[src/rtl/mult_arbiter.sv]
// Round-robin arbiter sharing one multiplier among NUM_REQ requesters, one operation in flight.
// Result valid L+2 cycles after accept; the result is held until the granted requester takes it.
module mult_arbiter #(
    parameter int NUM_REQ     = 4,
    parameter int TIMEOUT_CYC = 63
) (
    input  logic                   clk,
    input  logic                   reset,
    input  logic [NUM_REQ-1:0]     req_valid_i,
    output logic [NUM_REQ-1:0]     req_ready_o,
    input  logic [NUM_REQ*32-1:0]  req_a_i,
    input  logic [NUM_REQ*32-1:0]  req_b_i,
    input  logic [NUM_REQ-1:0]     req_up_or_low_i,
    input  logic [NUM_REQ-1:0]     req_sign_i,
    output logic [NUM_REQ-1:0]     rsp_valid_o,
    input  logic [NUM_REQ-1:0]     rsp_ready_i,
    output logic [31:0]            rsp_product_o,
    output logic                   rsp_err_o,
    output logic [31:0]            mult_A_o,
    output logic [31:0]            mult_B_o,
    output logic                   mult_up_or_low_o,
    output logic                   mult_sign_o,
    output logic                   mult_enable_o,
    input  logic [31:0]            mult_product_i,
    input  logic                   mult_ready_i,
    output logic                   busy_o,
    output logic                   mult_fault_o
);
    localparam int IW = $clog2(NUM_REQ);
    localparam int CW = $clog2(TIMEOUT_CYC + 1);

    typedef enum logic [1:0] {IDLE, ISSUE, WAIT, RESP} state_t;

    state_t          state, state_n;
    logic [IW-1:0]   last_grant, gnt_idx;
    logic            gnt_found;
    logic [CW-1:0]   wait_cnt;
    logic [31:0]     a_q, b_q, prod_q;
    logic            up_q, sign_q, err_q, fault_q;
    logic            accept, mult_done, timeout;
    logic [NUM_REQ-1:0] one_hot;

    assign one_hot = {{(NUM_REQ-1){1'b0}}, 1'b1};

    // Search starts just above the previous grant so every requester gets a turn.
    always_comb begin
        gnt_idx   = last_grant;
        gnt_found = 1'b0;
        for (int i = 1; i <= NUM_REQ; i++) begin
            if (!gnt_found && req_valid_i[(int'(last_grant) + i) % NUM_REQ]) begin
                gnt_found = 1'b1;
                gnt_idx   = IW'((int'(last_grant) + i) % NUM_REQ);
            end
        end
    end

    always_ff @(posedge clk) begin
        if (reset) state <= IDLE;
        else       state <= state_n;
    end

    always_comb begin
        state_n   = state;
        accept    = 1'b0;
        mult_done = 1'b0;
        timeout   = 1'b0;
        case (state)
            IDLE: begin
                if (!reset && !fault_q && gnt_found) begin
                    accept  = 1'b1;
                    state_n = ISSUE;
                end
            end
            ISSUE: state_n = WAIT;
            WAIT: begin
                // A done pulse on the last allowed cycle still counts as success.
                if (mult_ready_i) begin
                    mult_done = 1'b1;
                    state_n   = RESP;
                end else if (wait_cnt == CW'(TIMEOUT_CYC - 1)) begin
                    timeout = 1'b1;
                    state_n = RESP;
                end
            end
            RESP: begin
                if (rsp_ready_i[last_grant]) state_n = IDLE;
            end
            default: state_n = IDLE;
        endcase
    end

    always_ff @(posedge clk) begin
        if (reset) begin
            last_grant <= IW'(NUM_REQ - 1);
            a_q        <= '0;
            b_q        <= '0;
            up_q       <= 1'b0;
            sign_q     <= 1'b0;
            wait_cnt   <= '0;
            prod_q     <= '0;
            err_q      <= 1'b0;
            fault_q    <= 1'b0;
        end else begin
            if (accept) begin
                last_grant <= gnt_idx;
                a_q        <= req_a_i[32*int'(gnt_idx) +: 32];
                b_q        <= req_b_i[32*int'(gnt_idx) +: 32];
                up_q       <= req_up_or_low_i[gnt_idx];
                sign_q     <= req_sign_i[gnt_idx];
            end
            if (state == ISSUE) wait_cnt <= '0;
            else if (state == WAIT) wait_cnt <= wait_cnt + 1'b1;
            if (mult_done) begin
                prod_q <= mult_product_i;
                err_q  <= 1'b0;
            end else if (timeout) begin
                prod_q  <= '0;
                err_q   <= 1'b1;
                fault_q <= 1'b1;
            end
        end
    end

    assign req_ready_o      = accept ? (one_hot << gnt_idx) : '0;
    assign rsp_valid_o      = (state == RESP) ? (one_hot << last_grant) : '0;
    assign rsp_product_o    = prod_q;
    assign rsp_err_o        = err_q;
    assign mult_A_o         = a_q;
    assign mult_B_o         = b_q;
    assign mult_up_or_low_o = up_q;
    assign mult_sign_o      = sign_q;
    assign mult_enable_o    = (state == ISSUE);
    assign busy_o           = (state != IDLE);
    assign mult_fault_o     = fault_q;
endmodule
[config.mk]
export PLATFORM = sky130hd
export DESIGN_NAME = mult_arbiter
export DESIGN_NICKNAME = d
export VERILOG_FILES = /design/src/rtl/mult_arbiter.sv
export SDC_FILE = /design/constraint.sdc
export NUM_CORES = 1
export LEC_CHECK = 0
export CORE_AREA = 5 5 161 163
export DETAILED_ROUTE_END_ITERATION = 6
export DIE_AREA = 0 0 166 168
export GPL_ROUTABILITY_DRIVEN = 1
export PLACE_DENSITY = 0.64
export SYNTH_ARGS = -nofsm -noshare
export SYNTH_HDL_FRONTEND = slang
export SYNTH_SLANG_ARGS = --single-unit
[constraint.sdc]
create_clock -name clk -period 3.75 [get_ports clk]
set_input_delay 0.375 -clock clk [delete_from_list [all_inputs] [get_ports clk]]
set_output_delay 0.375 -clock clk [all_outputs]
set_load 0.01 [all_outputs]
# [Word level (Yosys, flattened, before mapping)]
# Cells that the tools add are included.
[word_totals] mem_bits_ro=0 regBits=110 elab_cells=100 input_bits=307 latchBits=0 mem_bits_rw=0 output_inout_bits=110 memories=0
[op_classes] reduce_logical=21 magnitude_cmp=6 shift=4 n_addsub=5 n_mul=0 div_mod_pow=0 bitwise_logic=5 eq_ne=7 muxes=42
[op_table] operator="$shiftx A128 B8 Y32" count=2
[op_table] operator="$mux W32" count=2
[op_table] operator="$mux W1" count=22
[op_table] operator="$lt A3 B4 Y1 const B" count=4
[op_table] operator="$mux W2" count=8
[op_table] operator="$bmux W1 S2" count=7
[op_table] operator="$reduce_or A2 Y1" count=6
[op_table] operator="$mux W4" count=2
[op_table] operator="$pmux W2 S4" count=1
[op_table] operator="$shl A1 B2 Y4 const A" count=2
[op_table] operator="$add A6 B1 Y6 const B" count=1
[op_table] operator="$eq A6 B6 Y1 const B" count=1
[op_table] operator="$lt A2 B3 Y1 const B" count=2
[op_table] operator="$logic_and A1 B1 Y1" count=5
[op_table] operator="$logic_not A1 Y1" count=5
[op_table] operator="$add A2 B1 Y2 const B" count=2
[op_table] operator="$add A2 B2 Y2 const B" count=2
[op_table] operator="$and A1 B1 Y1 const A" count=4
[op_table] operator="$eq A2 B2 Y1 const B" count=2
[op_table] operator="$ne A2 B2 Y1 const B" count=2
[op_table] operator="$reduce_bool A2 Y1" count=2
[op_table] operator="$ne A3 B3 Y1 const B" count=1
[op_table] operator="$reduce_and A3 Y1" count=1
[op_table] operator="$eq A2 B1 Y1 const B" count=1
[op_table] operator="other kinds (3)" count=3

# [Longest topological paths before layout]
[depth] word_depth=20 depth_mapped=11 mapped_depth_nobuf=7

# [Worst setup path after synthesis]
# Ideal clock, no wire load.
[synth_path] kind="flip-flop to output port" start="register last_grant[0]" end="output req_ready_o[3]" stages_incl_launch_ff=11 required_ns=3.375 setup_slack_ns=0.863 path_buffers=4 arrival_ns=2.512 cell_sequence="dfxtp_1 buf_4 inv_1 ha_1 buf_2 mux2_2 a21oi_1 nand3_1 buf_4 buf_4 nor3_1"
[synth_via] elab_chain_len=18 word_cells_on_any_way=35 classes_between="add/sub: 4; shift: 1; mux: 23; reduce/logical: 7"
[synth_rtl] element="start, declared" line_no="35" text="logic [IW-1:0] last_grant, gnt_idx;"
[synth_rtl] element="start signal, assigned" line_no="94" text="last_grant <= IW'(NUM_REQ - 1);"
[synth_rtl] element="start signal, assigned" line_no="105" text="last_grant <= gnt_idx;"
[synth_rtl] element="$add A2 B1 Y2" line_no="50, 52"
[synth_rtl] element="$bmux W1 S2" line_no="50" text="if (!gnt_found && req_valid_i[(int'(last_grant) + i) % NUM_REQ]) begin"
[synth_rtl] element="$mux W1 (not written as such) (2 in series)" line_no="50"
[synth_rtl] element="$mux W1" line_no="50"
[synth_rtl] element="$logic_not A1 Y1" line_no="50"
[synth_rtl] element="$logic_and A1 B1 Y1" line_no="50"
[synth_rtl] element="$mux W1" line_no="50"
[synth_rtl] element="$logic_not A1 Y1" line_no="50"
[synth_rtl] element="$logic_and A1 B1 Y1" line_no="50"
[synth_rtl] element="$mux W1" line_no="50"
[synth_rtl] element="$logic_not A1 Y1" line_no="50"
[synth_rtl] element="$logic_and A1 B1 Y1" line_no="50"
[synth_rtl] element="$mux W1" line_no="50"
[synth_rtl] element="$logic_and A1 B1 Y1" line_no="69" text="if (!reset && !fault_q && gnt_found) begin"
[synth_rtl] element="$mux W1" line_no="69"
[synth_rtl] element="$mux W1" line_no="67" text="case (state)"
[synth_rtl] element="$mux W4 (*)" line_no="124" text="assign req_ready_o = accept ? (one_hot << gnt_idx) : '0;"
[synth_rtl] element="end, declared" line_no="10" text="output logic [NUM_REQ-1:0] req_ready_o,"
# Every way passes the cells marked *; elsewhere a longest branch is shown, timed or not. The select of a mux whose other input is x is not followed.

# [Worst setup path in the final report]
[layout_path] start="register last_grant[1]" end="output req_ready_o[1]"
# Same word-level chain as after synthesis.

==> metrics.md <==
| Metric | Value |
|---|---|
| Status | `finished clean` |
| Yosys top cell by area | `dfxtp_1` |
| Hold_buf cts | `0` |
| Post-layout min period | `3530 ps` |
| DRT Wirelength | `slightly above 30000 µm` |
| Unique masters post-synth | `42` |
| Most frequent cells in the layout | `clkdlybuf4s50_1, dfxtp_1, nand2_1` |
| FFs w/ async S/R, synth | `0%` |
| Dominant synthesized flop cell | `dfxtp_1` |
| GPL Wtd Cong | `approximately 0.85` |
| Total GRT Usage | `between 20% and 30%` |
| PortBufs | `416` |
| Final Setup Violations | `0` |
| FP Rows | `57` |
| DR WL/cell | `roughly 21 µm` |
| Via Count | `7564` |
| First-pass GRT wire length | `45220 µm` |
| VDD IR max | `0.3426 mV` |
| Area growth from synthesis to layout | `68.95%` |
| PnR worst setup slack | `220.5 ps` |
| CTS tree | `built` |
| Crit start category | `register` |
| Layout cells sized above 1 | `under 10%` |
| Worst-margin pin slew | `~1200 ps` |
| Initial Util | `27.82%` |
| Final Skew | `17.54 ps` |
| Largest net degree at the start of global routing | `67` |
| RSZ-0062 raised after global routing | `no` |
| Worst min-delay path class | `register to register` |
| Worst-Skew Late Latency | `between 300 and 400 ps` |
| Cell Area, Synth | `0.006726 mm²` |
| MaxCap Viol Count | `0` |
| CTS H-tree lvls | `3` |
| DR iter-0 viols | `~440` |
| CTS Root Cell | `clkbuf_16` |
| Area of the core | `0.02418 mm²` |
| Ant diodes | `0` |
| Post-Synthesis Cells | `around 800` |
| Post-route ant nets | `0` |
| Setup WS pre-CTS | `437.7 ps` |
| Hpwl dp | `between 20000 and 25000 µm` |
| Clock Path Buffers | `2` |
| P per Cell Area | `between 500 and 600 mW/mm²` |
| Mean Syn Cell Area | `between 8 and 9 µm²` |
| Synth top area share | `32.74%` |
| Relative slew slack | `roughly 23%` |
| DRC | `0` |
| WS Path Type | `register to output pin` |
| Area post-placement | `approximately 0.011 mm²` |
| Fin. max-slew vios | `0` |
| Most common cell after layout, fill and taps aside | `clkdlybuf4s50_1` |
| Num CTS Buffers | `9` |
| Fin crit share | `between 90% and 100%` |
| Die Wd | `about 170 µm` |
| Design area | `approximately 0.011 mm²` |
| Post-Route Utilization | `about 47%` |
| Die Footprint | `roughly 0.028 mm²` |
| Initial antenna violation count | `1` |
| Seq/Total Area, Yosys | `between 30% and 40%` |
| Vias per cell | `between 5 and 6` |
| DRT Pass-1 Iters | `6` |
| Final setup TNS | `0 ps` |
| Worst Path Required | `roughly 3400 ps` |
| Post-synth EDFFs | `0` |
| Crit-path max FO | `9` |
| Setup crit end kind | `output pin` |
| CTS sink count | `110` |
| Ports | `417` |
| Synth Register Bits | `110` |
| Largest cells by area after synthesis | `dfxtp_1, mux2i_1, and4_1, o31a_1, o211ai_1` |
| GRT overflow | `0` |
| Post-Syn Nets | `roughly 1100` |
| Fin. Hold Viols | `0` |
| Max Fclk | `roughly 280 MHz` |
| Synth warn | `0` |
| Fin nets | `approximately 1500` |
| FILL cells | `about 2400` |
| Number of global-route vias before repair | `about 7300` |
| Die Y | `~170 µm` |
| Clock-pin slew of the registers on the worst-case setup and hold paths | `90 ps` |
| Pleak | `around 4.1 nW` |
| WP data arrival | `~3200 ps` |
## what timing repair did
action,in CTS,in global routing
endpoints found under the setup margin,0,1
gates resized for setup,0,1
buffers inserted,0,0
## final timing paths
path	startpoint	endpoint	slack (ps)	cells past startpoint
max	last_grant[1]$_SDFFE_PP1P_	req_ready_o[1]	220	7
min	rsp_err_o$_SDFFE_PP0P_	rsp_err_o$_SDFFE_PP0P_	460	2
max reg2reg	last_grant[1]$_SDFFE_PP1P_	mult_B_o[4]$_SDFFE_PP0P_	630	8
min reg2reg	rsp_err_o$_SDFFE_PP0P_	rsp_err_o$_SDFFE_PP0P_	460	2
## layer usage
| layer | part of all wire, % | vias up | global-route usage (%) |
|---|---|---|---|
| met2 | 49 | 329 | 35.78 |
| met1 | 40 | 3501 | 24.50 |
| met3 | 7.8 | 41 | 5.510 |
| li1 | - | 3691 | - |
| met4 | 2.6 | 2 | 6.456 |
| met5 | 0.042 | - | 0 |
## sequential cells by signal (all words and copies together) (netlist names)
register / flops
mult_fault_o: 1
mult_B_o: 32
mult_sign_o: 1
rsp_err_o: 1
wait_cnt: 6
mult_A_o: 32
mult_up_or_low_o: 1
last_grant: 2
state: 2
rsp_product_o: 32
## critical path: stages, from the launching register on
cell             delay (ps)
dfxtp_1                 560
inv_1                   140
ha_1                    450
mux2_2                  420
a21oi_4                 190
nand3_4                 130
nor2_1                  210
clkdlybuf4s50_1         690
## final cells by class
type                    instances  area, µm²  share of cell area (%)
clock buffers                   9      225.2                   1.982
clock inverters                 7      82.58                  0.7266
inverters                      10      37.54                  0.3303
multi-input cells             585       4098                   36.06
flip-flops and latches        110       2202                   19.38
well taps                     324      405.4                   3.567
repair buffers                431       4314                   37.96
## report_power, final
part / internal, mW / switching (mW) / leakage, nW
clock network: 0.475 / 0.534 / 0.144
registers: 1.45 / 0.159 / 0.901
logic: 1.86 / 2.07 / 3.03
## kinds of logic (layout without fill, tap and decap cells)
logic type | after synthesis | in the layout | synth area share (%)
buffers and inverters | 101 | 457 | 7.329
and+or+nand+nor | 247 | 247 | 20.67
muxes | 74 | 74 | 11.61
xor gates and xnor gates | 3 | 3 | 0.3907
adders and majority gates | 10 | 10 | 1.860
AOI/OAI and AO/OA | 251 | 251 | 25.41
DFF | 110 | 110 | 32.74
## per-stage QoR
| step | total power, mW | hold WS, ps | std cells |
|---|---|---|---|
| after global placement | 5.585 | 444.7 | 1460 |
| after detailed placement | 5.614 | 451.0 | 1460 |
| final | 6.555 | 461.4 | 1476 |
| after CTS | 6.655 | 466.4 | 1476 |
| after global routing | 6.993 | 487.0 | 1476 |
| after floorplan | 4.073 | 458.4 | 796 |
## cells in the mapped netlist (4+ instances only)
cell / n
clkbuf_1: 58
o211ai_1: 67
a211oi_1: 4
nor3_1: 6
dfxtp_1: 110
and2_1: 6
ha_1: 10
mux2i_1: 69
buf_6: 11
o21ai_1: 40
o21ai_0: 30
o31a_1: 66
buf_2: 14
and4_1: 66
nand2_1: 107
nor2_1: 10
nand3_1: 37
a21oi_1: 38
inv_1: 10
No activity file was read; power rests on OpenSTA's default activity.
==> RTL change 1 (same settings) <==
Change the parameter `NUM_REQ` from 4 to 2.
--- a/src/rtl/mult_arbiter.sv
+++ b/src/rtl/mult_arbiter.sv
@@ -1,7 +1,7 @@
 // Round-robin arbiter sharing one multiplier among NUM_REQ requesters, one operation in flight.
 // Result valid L+2 cycles after accept; the result is held until the granted requester takes it.
 module mult_arbiter #(
-    parameter int NUM_REQ     = 4,
+    parameter int NUM_REQ     = 2,
     parameter int TIMEOUT_CYC = 63
 ) (
     input  logic                   clk,
Interface: changed (8 resized); port bits go from 417 to 277. No check against the original RTL was run, so the function may have changed too.
==> RTL change 1 against the unedited design <==
  * Wire length is 47% lower
  * Count of clock-buffer cells in the layout rose by 1
  * Synthesized area fell by 22%
  * Synthesized cell count fell by 36%
  * Setup slack gained 0.95 ns
  * Cell area shrank 25%
  * Critical endpoint is now req_ready_o[0]
  * Sequential cell count is 1 lower
Power is not compared: it rests on default switching activity, and its combinational part moved more than twofold at a synthesized area within 25%.
==> RTL change 1: results (changes against the unedited design) <==
number of clock buffers inserted by TritonCTS 9 (unchanged); port bufs 276 (-34%); global-route wire length before repair 25,240 um (-44%); slew of the pin with the lowest slew margin 1.163 ns (+0.004698 ns); Syn Nets 687 (-38%); top cell types by occurrence after synthesis 109 x sky130_fd_sc_hd__dfxtp_1, 78 x sky130_fd_sc_hd__nor2_1, 69 x sky130_fd_sc_hd__mux2i_1; layout filler cell count 2,448 (+3.6%); number of cells after detailed placement 1,072 (-27%); global placer's final weighted congestion 0.7913 (-7.3%); slowest stage delay, CP 0.57 ns (-0.12 ns); count of synthesis-stage warnings from yosys 0 (unchanged); part of the Yosys area used for sequential elements 41.73% (+9.0 points); cell area reported after detailed placement 8190 um^2 (-26%); run status complete, no violations; NetSw 0.001393 W; number of instances in the synthesized netlist 509 (-36%); number of antenna violations at the first check in global routing 0 (-1); largest clock skew in the final design 0.01229 ns (-0.005253 ns); half-perimeter wire length after placement 11,950 um (-46%); fraction of layout instances using a drive strength above 1 12.17% (+8.0 points); DRC marker count from the first detailed-route iteration 153 (-65%); post-detailed-route wirelength per cell 14.77 um (-29%); first-pass detailed-route iteration total 4 (-2); met1 capacity usage during global routing 14.10% (-10 points); count of vias placed by the detailed router 4,527 (-40%); global routing usage on met3 4.971% (-0.54 points); number of cells in the finished layout apart from fillers 1,088 (-26%); leading post-synthesis cells by cell area sky130_fd_sc_hd__dfxtp_1 42%, sky130_fd_sc_hd__a211oi_2 16%, sky130_fd_sc_hd__mux2i_1 13%; Synth cell types 31 (-26%); largest net degree at the start of global routing 134 (+100%); number of nets in the layout 937 (-36%); met2 GRT Util 16.85% (-19 points); maximum root-to-sink buffer count 2 (unchanged); overall fraction of global-route tracks in use 11.10% (-9.3 points); Min-Delay Path Class in -> reg; Crit path arrival time 2.21 ns (-0.94 ns); worst-path fanout max 4 (-5)
[RTL change 1: changes by cell type after synthesis, moves of 40 or more]
cell,unedited run,this run
sky130_fd_sc_hd__nand2_1,107,5
sky130_fd_sc_hd__a211oi_2,0,66
sky130_fd_sc_hd__and4_1,66,0
sky130_fd_sc_hd__clkbuf_1,58,18
sky130_fd_sc_hd__o31a_1,66,0
sky130_fd_sc_hd__o211ai_1,67,0
sky130_fd_sc_hd__nor2_1,10,78
sky130_fd_sc_hd__o21ai_1,40,0
[RTL change 1: through the flow]
step,utilization (%),hold slack (ns),setup slack (ns)
global route,35.15,0.2802,1.045
detailed placement,33.88,0.4700,1.273
global placement,33.88,0.4616,1.283
CTS,35.15,0.2604,1.106
floorplan,-,0.4585,1.681
finish,35.15,0.2910,1.166
[RTL change 1: power groups by stage]
stage / registers, W / logic [W] / clock network [W]
floorplan: 0.00162 / 0.000909 / 0
global placement: 0.00153 / 0.00171 / 0
detailed placement: 0.00154 / 0.00173 / 0
CTS: 0.00151 / 0.00174 / 0.00106
global route: 0.00154 / 0.00184 / 0.00110
finish: 0.00151 / 0.00170 / 0.000998
[RTL change 1: path summary, 6_finish.rpt]
| path | endpoint | from | depth (start not counted) | slack (ns) |
|---|---|---|---|---|
| worst max-delay path | req_ready_o[0] | state[1]$_SDFFE_PP0P_ | 6 | 1.17 |
| worst min-delay path | last_grant$_SDFFE_PP1N_ | reset | 2 | 0.29 |
| worst max register to register | mult_B_o[23]$_SDFFE_PP0N_ | state[1]$_SDFFE_PP0P_ | 7 | 1.56 |
| worst min register to register | rsp_product_o[21]$_SDFFE_PP0P_ | rsp_product_o[21]$_SDFFE_PP0P_ | 2 | 0.48 |
[RTL change 1: layer usage]
| layer | share of wire, % | vias up |
|---|---|---|
| met4 | 1.6 | 0 |
| met1 | 45 | 2016 |
| met3 | 10 | 14 |
| li1 | - | 2293 |
| met5 | 0 | - |
| met2 | 43 | 204 |
[RTL change 1: cell type report]
cell class | count | area [um^2] | area share, %
Sequential cell | 109 | 2182 | 25.68
Clock buffer | 10 | 239.0 | 2.812
Clock inverter | 6 | 68.82 | 0.8098
Timing Repair Buffer | 283 | 2838 | 33.39
Multi-Input combinational cell | 317 | 2619 | 30.82
Tap cell | 324 | 405.4 | 4.770
Inverter | 39 | 146.4 | 1.723
[RTL change 1: cell families after synthesis]
family,Yosys count,synth area share [%]
AO/OA/AOI/OAI,107,22.37
XOR/XNOR,4,0.6701
adder cells (fa/ha/maj),7,1.675
buffers and inverters,83,8.351
flip-flops,109,41.73
multiplexers,70,13.47
AND/OR/NAND/NOR,129,11.73
==> RTL change 2 (same settings) <==
Made on the original files. Register the output `mult_fault_o` once more, without a reset; this adds one clock of latency there. The other outputs are not delayed to match.
--- a/src/rtl/mult_arbiter.sv
+++ b/src/rtl/mult_arbiter.sv
@@ -131,5 +131,7 @@
     assign mult_sign_o      = sign_q;
     assign mult_enable_o    = (state == ISSUE);
     assign busy_o           = (state != IDLE);
-    assign mult_fault_o     = fault_q;
+    always_ff @(posedge clk) begin
+        mult_fault_o <= fault_q;
+    end
 endmodule
Check against the original RTL: no difference found for any inputs over 4 cycles, from zero or initial values and one cycle with reset high; that may be too few to reach the edited logic, so the function may still have changed.
==> RTL change 2 against the unedited design <==
  * Synthesized area is 0.30% higher
  * Total power is 1.4% higher
  * Fmax is 0.92% lower
  * Largest cell class unchanged
  * Setup slack got worse by 0.033 ns
  * Critical path depth unchanged
  * Sequential cell count increased by 1
  * Cell area grew 0.21%
  * Wire length rose by 2.5%
==> RTL change 2: results (changes against the unedited design) <==
internal power 0.003799 W (+0.33%); post-detailed-route wirelength per cell 21.22 um (+2.3%); Crit path arrival time 3.19 ns (+0.04 ns); met1 capacity usage during global routing 26.10% (+1.6 points); number of antenna violations at the first check in global routing 2 (+1); part of the Yosys area used for sequential elements 32.94% (+0.20 points); Top Metal Used met5; vias per cell 5.216 (+1.8%); count of synthesis-stage warnings from yosys 0 (unchanged); number of instances in the synthesized netlist 797 (+0.13%); wirelength, routed 31,380 um (+2.5%); met2 GRT Util 35.16% (-0.62 points); leading post-synthesis cells by cell area sky130_fd_sc_hd__dfxtp_1 33%, sky130_fd_sc_hd__mux2i_1 10%, sky130_fd_sc_hd__and4_1 8.6%; Worst-Skew Late Latency 0.37 ns; run status complete, no violations; power share of the sequential group 24.5%; largest net degree at the start of global routing 67 (unchanged); worst slack at placement 0.4993 ns (+0.06163 ns); async set-or-reset flop fraction in the synthesized netlist 0% (unchanged); global-route wire length before repair 46,410 um (+2.6%); Min-Delay Path Class reg -> reg; number of cells after detailed placement 1,462 (+0.14%); minimum hold slack 0.4193 ns (-0.04218 ns); met3 layer wire length in the routed design 2554 um (+6.9%); Syn Nets 1,114 (+0.090%); cell area reported after detailed placement 11,060 um^2 (+0.14%); worst-path fanout max 9 (unchanged); half-perimeter wire length after placement 22,440 um (+0.85%); cell at the root of the clock tree sky130_fd_sc_hd__clkbuf_16; port bufs 416 (unchanged); power density over cell area 583.4 nW/um^2 (+1.2%); leakage dissipation 4.092 nW (+0.39%); slowest stage delay, CP 0.65 ns (-0.04 ns); first-pass detailed-route iteration total 5 (-1); post-layout instance area 11,390 um^2 (+0.21%); WL met2 14,820 um (-1.4%); number of clock buffers inserted by TritonCTS 9 (unchanged); global routing usage on met3 5.979% (+0.47 points); fraction of layout instances using a drive strength above 1 4.246% (+0.079 points); global placer's final weighted congestion 0.8465 (-0.81%); slew of the pin with the lowest slew margin 1.169 ns (+0.01070 ns); maximum VDD drop 324.5 uV (-5.3%); layout filler cell count 2,346 (-0.76%); post-route met1 wirelength 13,160 um (+6.5%); vias in the first global route 7,610 (+4.4%); slack of the worst reg-to-reg path 0.59 ns (-0.04 ns); DRC marker count from the first detailed-route iteration 499 (+14%); setup slack of the critical path after layout 0.1877 ns (-0.03277 ns); fraction of power consumed by combinational cells 59.8% (-0.2 points); overall fraction of global-route tracks in use 20.87% (+0.42 points); number of enable flip-flop cells after synthesis 0 (unchanged); number of antenna-violating nets in the routed design 0 (unchanged); top cell types by occurrence after synthesis 111 x sky130_fd_sc_hd__dfxtp_1, 107 x sky130_fd_sc_hd__nand2_1, 69 x sky130_fd_sc_hd__mux2i_1; largest clock skew in the final design 0.01819 ns (+0.0006500 ns)
[RTL change 2: cell count changes in the layout (fill, tap and decap cells not counted), sizes merged]
cell / unedited run / this run
clkinvlp: 1 / 0
inv: 11 / 14
dfxtp: 110 / 111
diode: 0 / 1
buf: 15 / 16
clkinv: 5 / 3
[RTL change 2: layout make-up]
cell class | instances | share of cell area (%)
flip-flops and latches | 111 | 19.51
diodes | 1 | 0.02197
well taps | 324 | 3.560
clock buffers | 9 | 1.978
clock inverters | 7 | 0.7800
inverters | 10 | 0.3296
repair buffers | 432 | 37.84
multi-input cells | 585 | 35.98
[RTL change 2: worst max-delay path, delay by kind of cell (launching register included)]
kind	cells	cell delay, ns
compound gates	3	0.87
fa+ha+maj	1	0.41
buf+inv	2	0.79
flops	1	0.56
simple gates	1	0.20
[RTL change 2: what timing repair did]
item                                    4_1_cts  5_1_grt
hold endpoints to repair                      0        0
setup buffers                                 0        0
gates resized for setup                       0        1
endpoints found under the setup margin        0        1
[RTL change 2: logic make-up (layout without fill, tap and decap cells)]
kind of cell,Yosys count,after routing,share of synthesized area [%]
adder cells (fa/ha/maj),10,10,1.855
AND/OR/NAND/NOR,247,247,20.60
other,0,1,0
buffers and inverters,101,458,7.307
XOR/XNOR,3,3,0.3895
AO/OA/AOI/OAI,251,251,25.33
multiplexers,74,74,11.57
flip-flops,111,111,32.94
[RTL change 2: path summary, 6_finish.rpt]
check / end / start / cells after the start
max reg2reg: mult_B_o[5]$_SDFFE_PP0P_ / last_grant[1]$_SDFFE_PP1P_ / 8
max: req_ready_o[2] / last_grant[1]$_SDFFE_PP1P_ / 7
min reg2reg: mult_fault_o$_DFF_P_ / fault_q$_SDFFE_PP0P_ / 0
min: mult_fault_o$_DFF_P_ / fault_q$_SDFFE_PP0P_ / 0
